File: src/rtl/serial_frame_tx.sv
// serial_frame_tx: valid/ready parallel-in, serial-out frame transmitter.
// Frame is a start bit (0), DATA_W data bits LSB-first, an optional even-parity
// bit and a stop bit (1). Each bit is held CLKS_PER_BIT cycles and tx_out comes
// straight from a flop.
module serial_frame_tx #(
    parameter int DATA_W       = 8,
    parameter int CLKS_PER_BIT = 4,
    parameter int PARITY_EN    = 1
) (
    input  logic              clk,
    input  logic              rst_n,
    input  logic [DATA_W-1:0] tx_data,
    input  logic              tx_valid,
    output logic              tx_ready,
    output logic              tx_out,
    output logic              busy
);

    localparam int CW = (CLKS_PER_BIT > 1) ? $clog2(CLKS_PER_BIT) : 1;
    localparam int BW = (DATA_W > 1) ? $clog2(DATA_W) : 1;
    localparam logic [CW-1:0] CLK_LAST = CW'(CLKS_PER_BIT - 1);
    localparam logic [BW-1:0] BIT_LAST = BW'(DATA_W - 1);

    typedef enum logic [2:0] {
        S_IDLE,
        S_START,
        S_DATA,
        S_PARITY,
        S_STOP
    } state_t;

    state_t            r_state;
    logic [DATA_W-1:0] r_shift;
    logic              r_par;
    logic [CW-1:0]     r_clk_cnt;
    logic [BW-1:0]     r_bit_cnt;
    logic              r_tx_out;
    logic              r_ready;
    logic              r_busy;

    logic              w_bit_end;
    logic [DATA_W-1:0] w_shift_nxt;

    // Last cycle of the current bit, and the shift register after one bit advance
    always_comb begin
        w_bit_end   = (r_clk_cnt == CLK_LAST);
        w_shift_nxt = r_shift >> 1;
    end

    // Frame sequencer: handshake, bit timing and the registered line/status outputs
    always_ff @(posedge clk or negedge rst_n) begin
        if (!rst_n) begin
            r_state   <= S_IDLE;
            r_shift   <= '0;
            r_par     <= 1'b0;
            r_clk_cnt <= '0;
            r_bit_cnt <= '0;
            r_tx_out  <= 1'b1;
            r_ready   <= 1'b0;
            r_busy    <= 1'b0;
        end else begin
            case (r_state)
                S_IDLE: begin
                    r_clk_cnt <= '0;
                    r_bit_cnt <= '0;
                    r_tx_out  <= 1'b1;
                    if (r_ready && tx_valid) begin
                        // Word and its parity are captured here; later tx_data changes cannot leak in
                        r_shift  <= tx_data;
                        r_par    <= ^tx_data;
                        r_ready  <= 1'b0;
                        r_busy   <= 1'b1;
                        r_tx_out <= 1'b0;
                        r_state  <= S_START;
                    end else begin
                        r_ready  <= 1'b1;
                    end
                end
                S_START: begin
                    if (w_bit_end) begin
                        r_clk_cnt <= '0;
                        r_tx_out  <= r_shift[0];
                        r_state   <= S_DATA;
                    end else begin
                        r_clk_cnt <= r_clk_cnt + 1'b1;
                    end
                end
                S_DATA: begin
                    if (w_bit_end) begin
                        r_clk_cnt <= '0;
                        if (r_bit_cnt == BIT_LAST) begin
                            r_bit_cnt <= '0;
                            if (PARITY_EN != 0) begin
                                r_tx_out <= r_par;
                                r_state  <= S_PARITY;
                            end else begin
                                r_tx_out <= 1'b1;
                                r_state  <= S_STOP;
                            end
                        end else begin
                            r_bit_cnt <= r_bit_cnt + 1'b1;
                            r_shift   <= w_shift_nxt;
                            r_tx_out  <= w_shift_nxt[0];
                        end
                    end else begin
                        r_clk_cnt <= r_clk_cnt + 1'b1;
                    end
                end
                S_PARITY: begin
                    if (w_bit_end) begin
                        r_clk_cnt <= '0;
                        r_tx_out  <= 1'b1;
                        r_state   <= S_STOP;
                    end else begin
                        r_clk_cnt <= r_clk_cnt + 1'b1;
                    end
                end
                S_STOP: begin
                    if (w_bit_end) begin
                        // Ready rises on the last stop edge so a held tx_valid relaunches after one idle cycle
                        r_clk_cnt <= '0;
                        r_busy    <= 1'b0;
                        r_ready   <= 1'b1;
                        r_state   <= S_IDLE;
                    end else begin
                        r_clk_cnt <= r_clk_cnt + 1'b1;
                    end
                end
                default: begin
                    r_state  <= S_IDLE;
                    r_tx_out <= 1'b1;
                end
            endcase
        end
    end

    assign tx_ready = r_ready;
    assign tx_out   = r_tx_out;
    assign busy     = r_busy;

endmodule

File: config.mk
export PLATFORM = sky130hd
export DESIGN_NAME = serial_frame_tx
export DESIGN_NICKNAME = d
export VERILOG_FILES = /design/src/rtl/serial_frame_tx.sv
export SDC_FILE = /design/constraint.sdc
export NUM_CORES = 1
export LEC_CHECK = 0
export ABC_CLOCK_PERIOD_IN_PS = 2100
export CAP_MARGIN = 20
export CORE_MARGIN = 2
export CORE_UTILIZATION = 58
export CTS_CLUSTER_DIAMETER = 120
export DETAILED_ROUTE_END_ITERATION = 12
export PLACE_DENSITY = 0.82
export SYNTH_ARGS = -nofsm -noshare
export SYNTH_HDL_FRONTEND = slang
export SYNTH_SLANG_ARGS = --single-unit
File: constraint.sdc
create_clock -name clk -period 2.1 [get_ports clk]
set_input_delay 0.42 -clock clk [delete_from_list [all_inputs] [get_ports clk]]
set_output_delay 0.42 -clock clk [all_outputs]
set_load 0.02 [all_outputs]
# After elaboration in Yosys (flattened, before gate mapping)
# Cells that the tools add are included.
[totals] reg_bits=20 wordCells=64
[op_classes] n_addsub=2 n_reduce_logical=14 muxes=26 bitwise_logic=1 eq_ne=13
[ops] cell="$mux W3" count=8
[ops] cell="$mux W8" count=3
[ops] cell="$pmux W8 S2" count=1
[ops] cell="$pmux W3 S5" count=1
[ops] cell="$ne A2 B2 Y1 const B" count=7
[ops] cell="$reduce_and A4 Y1" count=2
[ops] cell="$reduce_xor A8 Y1" count=1
[ops] cell="$mux W1" count=7
[ops] cell="$eq A3 B2 Y1 const B" count=2
[ops] cell="$eq A3 B3 Y1 const B" count=2
[ops] cell="$pmux W3 S2" count=1
[ops] cell="$reduce_and A2 Y1" count=3
[ops] cell="$reduce_and A6 Y1" count=1
[ops] cell="$reduce_bool A2 Y1" count=3
[ops] cell="$pmux W1 S5" count=1
[ops] cell="$pmux W1 S2" count=2
[ops] cell="$pmux W2 S2" count=1
[ops] cell="$reduce_or A4 Y1" count=1
[ops] cell="$add A3 B1 Y3 const B" count=1
[ops] cell="$eq A3 B1 Y1 const B" count=1
[ops] cell="$logic_not A3 Y1" count=1
[ops] cell="$reduce_and A3 Y1" count=1
[ops] cell="$add A2 B1 Y2 const B" count=1
[ops] cell="$eq A2 B2 Y1 const B" count=1
[ops] cell="other kinds (3)" count=3

# Logic depth before layout (Yosys ltp)
# Gate-level depths: netlist of the first run.
[depth] depth_word=4 depth_mapped=6

# Least setup slack after synthesis of the first run
# Ideal clock, no wire load.
[synth_path] path_kind="reg2reg" startpoint="register r_bit_cnt[0]" endpoint="register r_shift[0]" period_less_slack_ns=1.453 setup_ns=0.077 stages_incl_launch_ff=7 n_path_buf=0 required_time_ns=2.023 arrival_ns=1.376 path_slack_ns=0.647 path_cell_list="dfrtp_1 > ha_1 > ha_1 > nand3b_1 > a21oi_4 > nor2_1 > a21oi_1"
[synth_between] elab_chain_cells=3
[synth_rtl] element="start: declaration" line="36" rtl="logic [BW-1:0] r_bit_cnt;"
[synth_rtl] element="start signal: assignment" line="101" rtl="r_bit_cnt <= r_bit_cnt + 1'b1;"
[synth_rtl] element="$eq A3 B3 Y1" line="91" rtl="if (r_bit_cnt == BIT_LAST) begin"
[synth_rtl] element="$ne A2 B2 Y1 (no source line)"
[synth_rtl] element="$reduce_and A4 Y1 (no source line)"
[synth_rtl] element="end signal: assignment" line="69" rtl="r_shift <= tx_data;"
[synth_rtl] element="end signal: assignment" line="102" rtl="r_shift <= w_shift_nxt;"
[synth_rtl] element="end: declaration" line="33" rtl="logic [DATA_W-1:0] r_shift;"
# Every way passes these cells.
# A chain may end at the register's enable or synchronous reset.

# Worst setup path in the final report of the first run
[layout_path] startpoint="register r_tx_out (netlist: tx_out)" endpoint="output tx_out"
[layout_lines] element="start: declaration" line="37" rtl="logic r_tx_out;"
[layout_lines] element="start signal: assignment" line="82" rtl="r_tx_out <= r_shift[0];"
[layout_lines] element="start signal: assignment" line="94" rtl="r_tx_out <= r_par;"
[layout_lines] element="start signal: assignment" line="103" rtl="r_tx_out <= w_shift_nxt[0];"
[layout_lines] element="end: declaration" line="15" rtl="output logic tx_out,"
# No word-level cell between the ends.

==> reports/results.tsv, run 1 <==
stage	metric	value	unit
finish	FILL cells	169	
clocking	clk slew on worst S/H paths	0.11	ns
placement	buffers added on ports	13	
worst_setup_path	crit-path cells	clkdlybuf4s50_1	
logic_synthesis	sequential-to-total area share from yosys stat	41.7	%
pwr	VDD IR-drop max	0.751	mV
logic_synthesis	Synth Flop Type	dfrtp_1	
sta	final worst-path cycle share	88.8	%
sta	final count of pins violating max slew	0	
worst_setup_path	critical path type	flip-flop to primary output	
sta	RSZ-0062 raised after global routing	no	
logic_synthesis	Synth warnings	0	
worst_setup_path	CP required	1.68	ns
floorplan	Top Ports	14	
sta	Tmin final	1.87	ns
global_route	first-pass GRT wire length	4260	um
logic_synthesis	asr flop ratio synth	100	%
logic_synthesis	Distinct cells, synth	32	
sta	Final setup viols	0	
logic_synthesis	top-area cell type share of the netlist area	39.5	%
clocking	CTS Buffer Depth	2	
global_route	global-route usage over all layers	22.6	%
clocking	H-tree levels	1	
pwr	P_leak	0.550	nW
clocking	Num CTS Buffers	3	
clocking	Worst-Skew Late Latency	0.30	ns
clocking	Hold-fix buffers, CTS	0	
finish	layout cells sized above 1	11.2	%
clocking	Root Buffer	clkbuf_4	
pwr	Net Sw Power	746	uW
worst_setup_path	largest fanout on the critical path	2	
logic_synthesis	Cells after Synth	130	
pwr	clock share of power	11.0	%
outcome	outcome	finished clean	
worst_setup_path	startpoint types	flip-flop	
finish	Finished Core Util	69.7	%
floorplan	DIE HEIGHT	49.5	um
pwr	Reg power frac	40.8	%
worst_setup_path	crit path DAT	1.45	ns
clocking	CTS tree	yes	
worst_setup_path	Worst path depth	1	
finish	area of the multi-input gates	634	um^2
detailed_routing	drt first pass iters	4	
global_route	vias in the first global route	943	
global_route	gr ovfl total	0	
pwr	P_int	1.01	mW
pwr	Switching Share	42.6	%
job	max cap viols	0	
pwr	share of total power in combinational logic	48.3	%
floorplan	Core ar.	1960	um^2
sta	setup_tns	0	ns
worst_setup_path	CP top delay family	buffers and inverters	
finish	synthesis-to-finish area growth	13.7	%
worst_setup_path	Worst setup EP type	primary output	
detailed_routing	via count	963	
global_route	largest net degree at the start of global routing	21	
sta	Worst-Margin Slew	0.481	ns
placement	dpl hpwl	1660	um
worst_setup_path	worst reg2reg path depth	6	
logic_synthesis	synthesized area	1200	um^2
worst_setup_path	largest stage delay on the critical path	0.60	ns
sta	fmax	536	MHz
worst_setup_path	Crit-path slowest cell	clkdlybuf4s50_1	
clocking	post-CTS setup buffers	0	
floorplan	Die Wd	49.5	um
detailed_routing	DR DRC count	0	
clocking	post-cts gate resize count	0	
global_route	initial antenna violation count	0	
floorplan	Rows	16	
floorplan	Initial Utilization	61.3	%
finish	# diodes	0	
placement	RePlAce Congestion	0.780	
logic_synthesis	Avg Cell Area, Syn	9.25	um^2
worst_setup_path	crit path buf inv count	1	
logic_synthesis	Seq cells post-synth	20	
logic_synthesis	Synth area leaders	dfrtp_1 40%, a21oi_1 5.4%, o21ai_0 5.4%, xnor2_1 5.1%, nand3b_1 5.0%	
detailed_routing	DR vias/cell	5.66	
detailed_routing	routed len/inst	13.8	um
logic_synthesis	largest area contributor in the netlist	dfrtp_1	
sta	Relative slew margins	67.9	%
hold_path	Hold Crit Class	input pin to async pin	
sta	final hold viol count	0	
detailed_routing	initial drt markers	29	
floorplan	die footprint	2450	um^2
detailed_routing	Routed Antenna Nets	0	
pwr	PD cells	1280	nW/um^2
finish	register area	502	um^2
logic_synthesis	syn nets	145	
clocking	clock sinks	20	
sta	Setup Skew	0.00423	ns
finish	nets	159	
detailed_routing	final WL	2350	um
logic_synthesis	EDFF count, synth	0	
per-layer routing:
metal / GRT usage [%] / wire (um)
met1: 29.0 / 1070
met2: 37.8 / 1150
met3: 3.33 / 69
met4: 9.72 / 48
met5: 0 / 0
area by class of cell:
type                            instances  share of cell area (%)
Clock buffer                            4                    1.92
Inverter                                5                    1.37
Multi-Input combinational cell         98                    46.4
Sequential cell                        20                    36.7
Tap cell                               27                    2.47
Timing Repair Buffer                   16                    11.2
per-stage QoR:
| stage | total power [mW] | cells | hold WS (ns) | area, um^2 | setup slack (ns) |
|---|---|---|---|---|---|
| 2_1_floorplan | 1.38 | 130 | 0.124 | 1200 | 0.647 |
| 3_3_place_gp | 1.52 | 166 | 0.500 | 1340 | 0.438 |
| 3_5_place_dp | 1.56 | 166 | 0.513 | 1340 | 0.398 |
| 4_1_cts | 1.76 | 170 | 0.446 | 1370 | 0.230 |
| 5_1_grt | 1.91 | 170 | 0.467 | 1370 | 0.174 |
| 6_report | 1.75 | 170 | 0.436 | 1370 | 0.235 |
synth_stat cells, types with 2 or more instances:
master and n:
buf_6 2, nor2_1 15, buf_2 5, o21ai_0 13
xnor2_1 7, nand3b_1 8, a21oi_4 2, inv_1 5
nor3_1 2, a22o_1 3, nand3_1 4, a21oi_1 13
ha_1 4, nand2b_1 3, dfrtp_1 19, nand2_1 9
power groups by stage:
stage	clock network, mW	registers (mW)	logic (mW)
final	0.192	0.715	0.846
after detailed placement	0	0.721	0.844
after floorplan	0	0.667	0.715
after global placement	0	0.712	0.805
after CTS	0.197	0.714	0.853
after global routing	0.217	0.744	0.953
worst register-to-register path, stage by stage, from the launching register on:
cell      delay [ns]
dfrtp_1         0.43
ha_1            0.24
ha_1            0.23
nand3b_1        0.22
a21oi_4         0.29
nor2_1          0.07
a21oi_1         0.13
registers in the layout (all words and copies together), names as in the netlist:
| signal | cells |
|---|---|
| busy | 1 |
| r_bit_cnt | 3 |
| r_clk_cnt | 2 |
| r_par | 1 |
| r_shift | 8 |
| r_state | 3 |
| tx_out | 1 |
| tx_ready | 1 |
layout by cell type (no fill, tap or decap), drive strengths merged, types with 2 or more instances in the layout:
cell,n
a21oi,15
a22o,3
buf,3
clkbuf,4
clkdlybuf4s50,13
dfrtp,19
ha,4
inv,5
nand2,10
nand2b,3
nand3,4
nand3b,8
nor2,16
nor3,3
o21ai,14
or2,2
xnor2,7
kinds of logic after synthesis:
kind of cell / after synthesis / share of synthesized area [%]
flip-flops: 20 / 41.7
multiplexers: 2 / 2.08
buffers and inverters: 12 / 5.51
adder cells (fa/ha/maj): 4 / 4.16
XOR/XNOR: 8 / 5.83
AND/OR/NAND/NOR: 49 / 22.1
AO/OA/AOI/OAI: 35 / 18.6
final timing paths:
check / slack [ns] / end / startpoint
setup / recovery: 0.23 / tx_out / tx_out$_DFFE_PN1P_
hold / removal: 0.44 / r_bit_cnt[1]$_DFFE_PN0P_ / rst_n
setup reg to reg: 0.42 / r_shift[3]$_DFFE_PN0P_ / r_bit_cnt[0]$_DFFE_PN0P_
hold reg to reg: 0.53 / tx_out$_DFFE_PN1P_ / tx_out$_DFFE_PN1P_
max in group asynchronous: 1.39 / tx_out$_DFFE_PN1P_ / rst_n
min in group clk: 0.53 / tx_out$_DFFE_PN1P_ / tx_out$_DFFE_PN1P_
No activity file was read; power rests on OpenSTA's default activity.
==> inputs of run 2 (changes only) <==
- CORE_UTILIZATION: 58 -> 60
- DONT_BUFFER_PORTS: default -> 1
- PLACE_DENSITY: 0.82 -> 0.76
==> run 2 against run 1 <==
  * Fmax is 13% higher
  * Non-clock buffer count down 13
  * Via count fell by 3.7%
  * Power is 1.5% lower
  * Critical endpoint is now r_shift[2]$_DFFE_PN0P_
  * Largest power group unchanged
==> reports/results.tsv, run 2 (synthesized netlist as in run 1, its figures left out) <==
stage	metric	value	unit
outcome	outcome	finished clean	
clocking	clock sinks	20	
finish	final instance area	1250	um^2
worst_setup_path	largest fanout on the critical path	8	
sta	final worst-path cycle share	78.9	%
clocking	Root Buffer	clkbuf_4	
detailed_routing	Routed Antenna Nets	0	
finish	# diodes	0	
worst_setup_path	FF-to-FF setup slack	0.44	ns
finish	commonest non-fill, non-tap cells in the layout	19 x dfrtp_1, 15 x nor2_1, 13 x o21ai_0, 13 x a21oi_1, 9 x nand2_1	
detailed_routing	via count	927	
placement	dpl hpwl	1630	um
detailed_routing	initial drt markers	15	
finish	largest registers	r_shift (8), r_bit_cnt (3), r_state (3)	
sta	Tmin final	1.66	ns
hold_path	Hold Crit Depth	2	
hold_path	Hold Crit Class	input pin to flip-flop	
worst_setup_path	CP required	2.33	ns
worst_setup_path	worst reg2reg path depth	6	
pwr	Switching Share	42.6	%
pwr	clock share of power	13.2	%
sta	RSZ-0062 raised after global routing	no	
hold_path	Hold Crit Start	tx_data[7]	
finish	layout cells sized above 1	12.3	%
hold_path	hold endpoint	r_shift[7]$_DFFE_PN0P_	
worst_setup_path	critical path type	flip-flop to flip-flop	
floorplan	Initial Utilization	62.6	%
sta	setup_tns	0	ns
placement	Post-DP Area	1200	um^2
global_route	largest net degree at the start of global routing	21	
worst_setup_path	worst flop-to-flop path startpoint	r_bit_cnt[0]$_DFFE_PN0P_	
placement	buffers added on ports	0	
worst_setup_path	crit path DAT	1.89	ns
floorplan	Die Wd	48.8	um
sta	Final setup viols	0	
detailed_routing	final WL	2250	um
floorplan	die footprint	2380	um^2
floorplan	DIE HEIGHT	48.8	um
global_route	global-route usage over all layers	21.1	%
detailed_routing	DR vias/cell	5.90	
pwr	P_leak	0.503	nW
finish	nets	146	
clocking	post-CTS setup buffers	0	
sta	final hold viol count	0	
clocking	Worst-Skew Late Latency	0.30	ns
pwr	Net Sw Power	735	uW
placement	RePlAce Congestion	0.738	
pwr	P_int	991	uW
pwr	PD cells	1380	nW/um^2
finish	register bank with the most flops	r_shift	
global_route	vias in the first global route	918	
sta	final count of pins violating max slew	0	
clocking	CTS Buffer Depth	2	
job	max cap viols	0	
detailed_routing	routed len/inst	14.3	um
pwr	Reg power frac	43.3	%
finish	synthesis-to-finish area growth	3.95	%
pwr	share of total power in combinational logic	43.5	%
clocking	CTS tree	yes	
floorplan	Core ar.	1920	um^2
sta	worst setup margin	0.442	ns
clocking	Num CTS Buffers	3	
global_route	first-pass GRT wire length	3910	um
sta	fmax	603	MHz
detailed_routing	DR DRC count	0	
pwr	VDD IR-drop max	0.832	mV
floorplan	Top Ports	14	
finish	FILL cells	178	
worst_setup_path	startpoint types	flip-flop	
global_route	initial antenna violation count	0	
detailed_routing	drt first pass iters	4	
worst_setup_path	r2r endpoint	r_shift[2]$_DFFE_PN0P_	
sta	Setup Skew	0.000565	ns
floorplan	Rows	16	
worst_setup_path	Worst setup EP type	flip-flop	
pwr	total power	1.73	mW
clocking	clk slew on worst S/H paths	0.11	ns
global_route	gr ovfl total	0	
finish	commonest non-fill, non-tap cell in the layout	dfrtp_1	
placement	pre-CTS setup slack	0.472	ns
sta	Worst-Margin Slew	0.897	ns
clocking	H-tree levels	1	
finish	number of flip-flops in the largest register	8	
sta	Relative slew margins	40.0	%
run 2: cell types whose count changed in the layout (fill, tap and decap cells not counted), sizes merged:
cell / change
buf: -1
dlygate4sd3: +1
clkdlybuf4s50: -13
run 2: per-stage QoR:
step	cells	util, %	hold WS (ns)
after floorplan	130	-	0.124
after global placement	152	62.6	0.125
after detailed placement	152	62.6	0.125
after CTS	157	65.0	0.257
after global routing	157	65.0	0.251
final	157	65.0	0.257
run 2: worst max path at each step:
| stage | startpoint | to | depth (start not counted) |
|---|---|---|---|
| after floorplan | r_bit_cnt[0]$_DFFE_PN0P_ | r_shift[0]$_DFFE_PN0P_ | 6 |
| after detailed placement | r_bit_cnt[0]$_DFFE_PN0P_ | r_shift[2]$_DFFE_PN0P_ | 6 |
| after global routing | r_bit_cnt[0]$_DFFE_PN0P_ | r_shift[2]$_DFFE_PN0P_ | 6 |
| after CTS | r_bit_cnt[0]$_DFFE_PN0P_ | r_shift[2]$_DFFE_PN0P_ | 6 |
| after global placement | r_bit_cnt[0]$_DFFE_PN0P_ | r_shift[0]$_DFFE_PN0P_ | 6 |
| final | r_bit_cnt[0]$_DFFE_PN0P_ | r_shift[2]$_DFFE_PN0P_ | 6 |
run 2: final cells by class:
| class | count | area [um^2] | area share, % |
|---|---|---|---|
| Multi-Input combinational cell | 98 | 634 | 50.8 |
| Clock buffer | 4 | 36.3 | 2.90 |
| Inverter | 5 | 18.8 | 1.50 |
| Timing Repair Buffer | 3 | 25.0 | 2.00 |
| Tap cell | 27 | 33.8 | 2.70 |
| Sequential cell | 20 | 502 | 40.1 |
run 2: repair_timing:
action,4_1_cts,5_1_grt
hold buffers,1,0
gates resized for setup,0,0
hold endpoints to repair,20,0
run 2: metal layers:
layer | up-vias | global-route usage (%) | wire length [um] | part of all wire (%)
met5 | - | 0 | 0 | 0
met4 | 0 | 6.19 | 29 | 1.3
met3 | 6 | 2.78 | 80 | 3.6
met2 | 20 | 36.1 | 1080 | 48
met1 | 449 | 27.9 | 1060 | 47
li1 | 452 | - | - | -
run 2: power groups by stage:
stage | sequential, mW | clock [mW] | combinational, mW
after floorplan | 0.667 | 0 | 0.715
after global placement | 0.747 | 0 | 0.712
after detailed placement | 0.754 | 0 | 0.744
after CTS | 0.747 | 0.230 | 0.757
after global routing | 0.775 | 0.244 | 0.854
final | 0.747 | 0.228 | 0.751
run 2: critical path: stages (launching register included):
cell and delay, ns:
dfrtp_1 0.43, ha_1 0.24, ha_1 0.22, nand3b_1 0.21
a21oi_4 0.29, nor2_1 0.07, a21oi_1 0.13
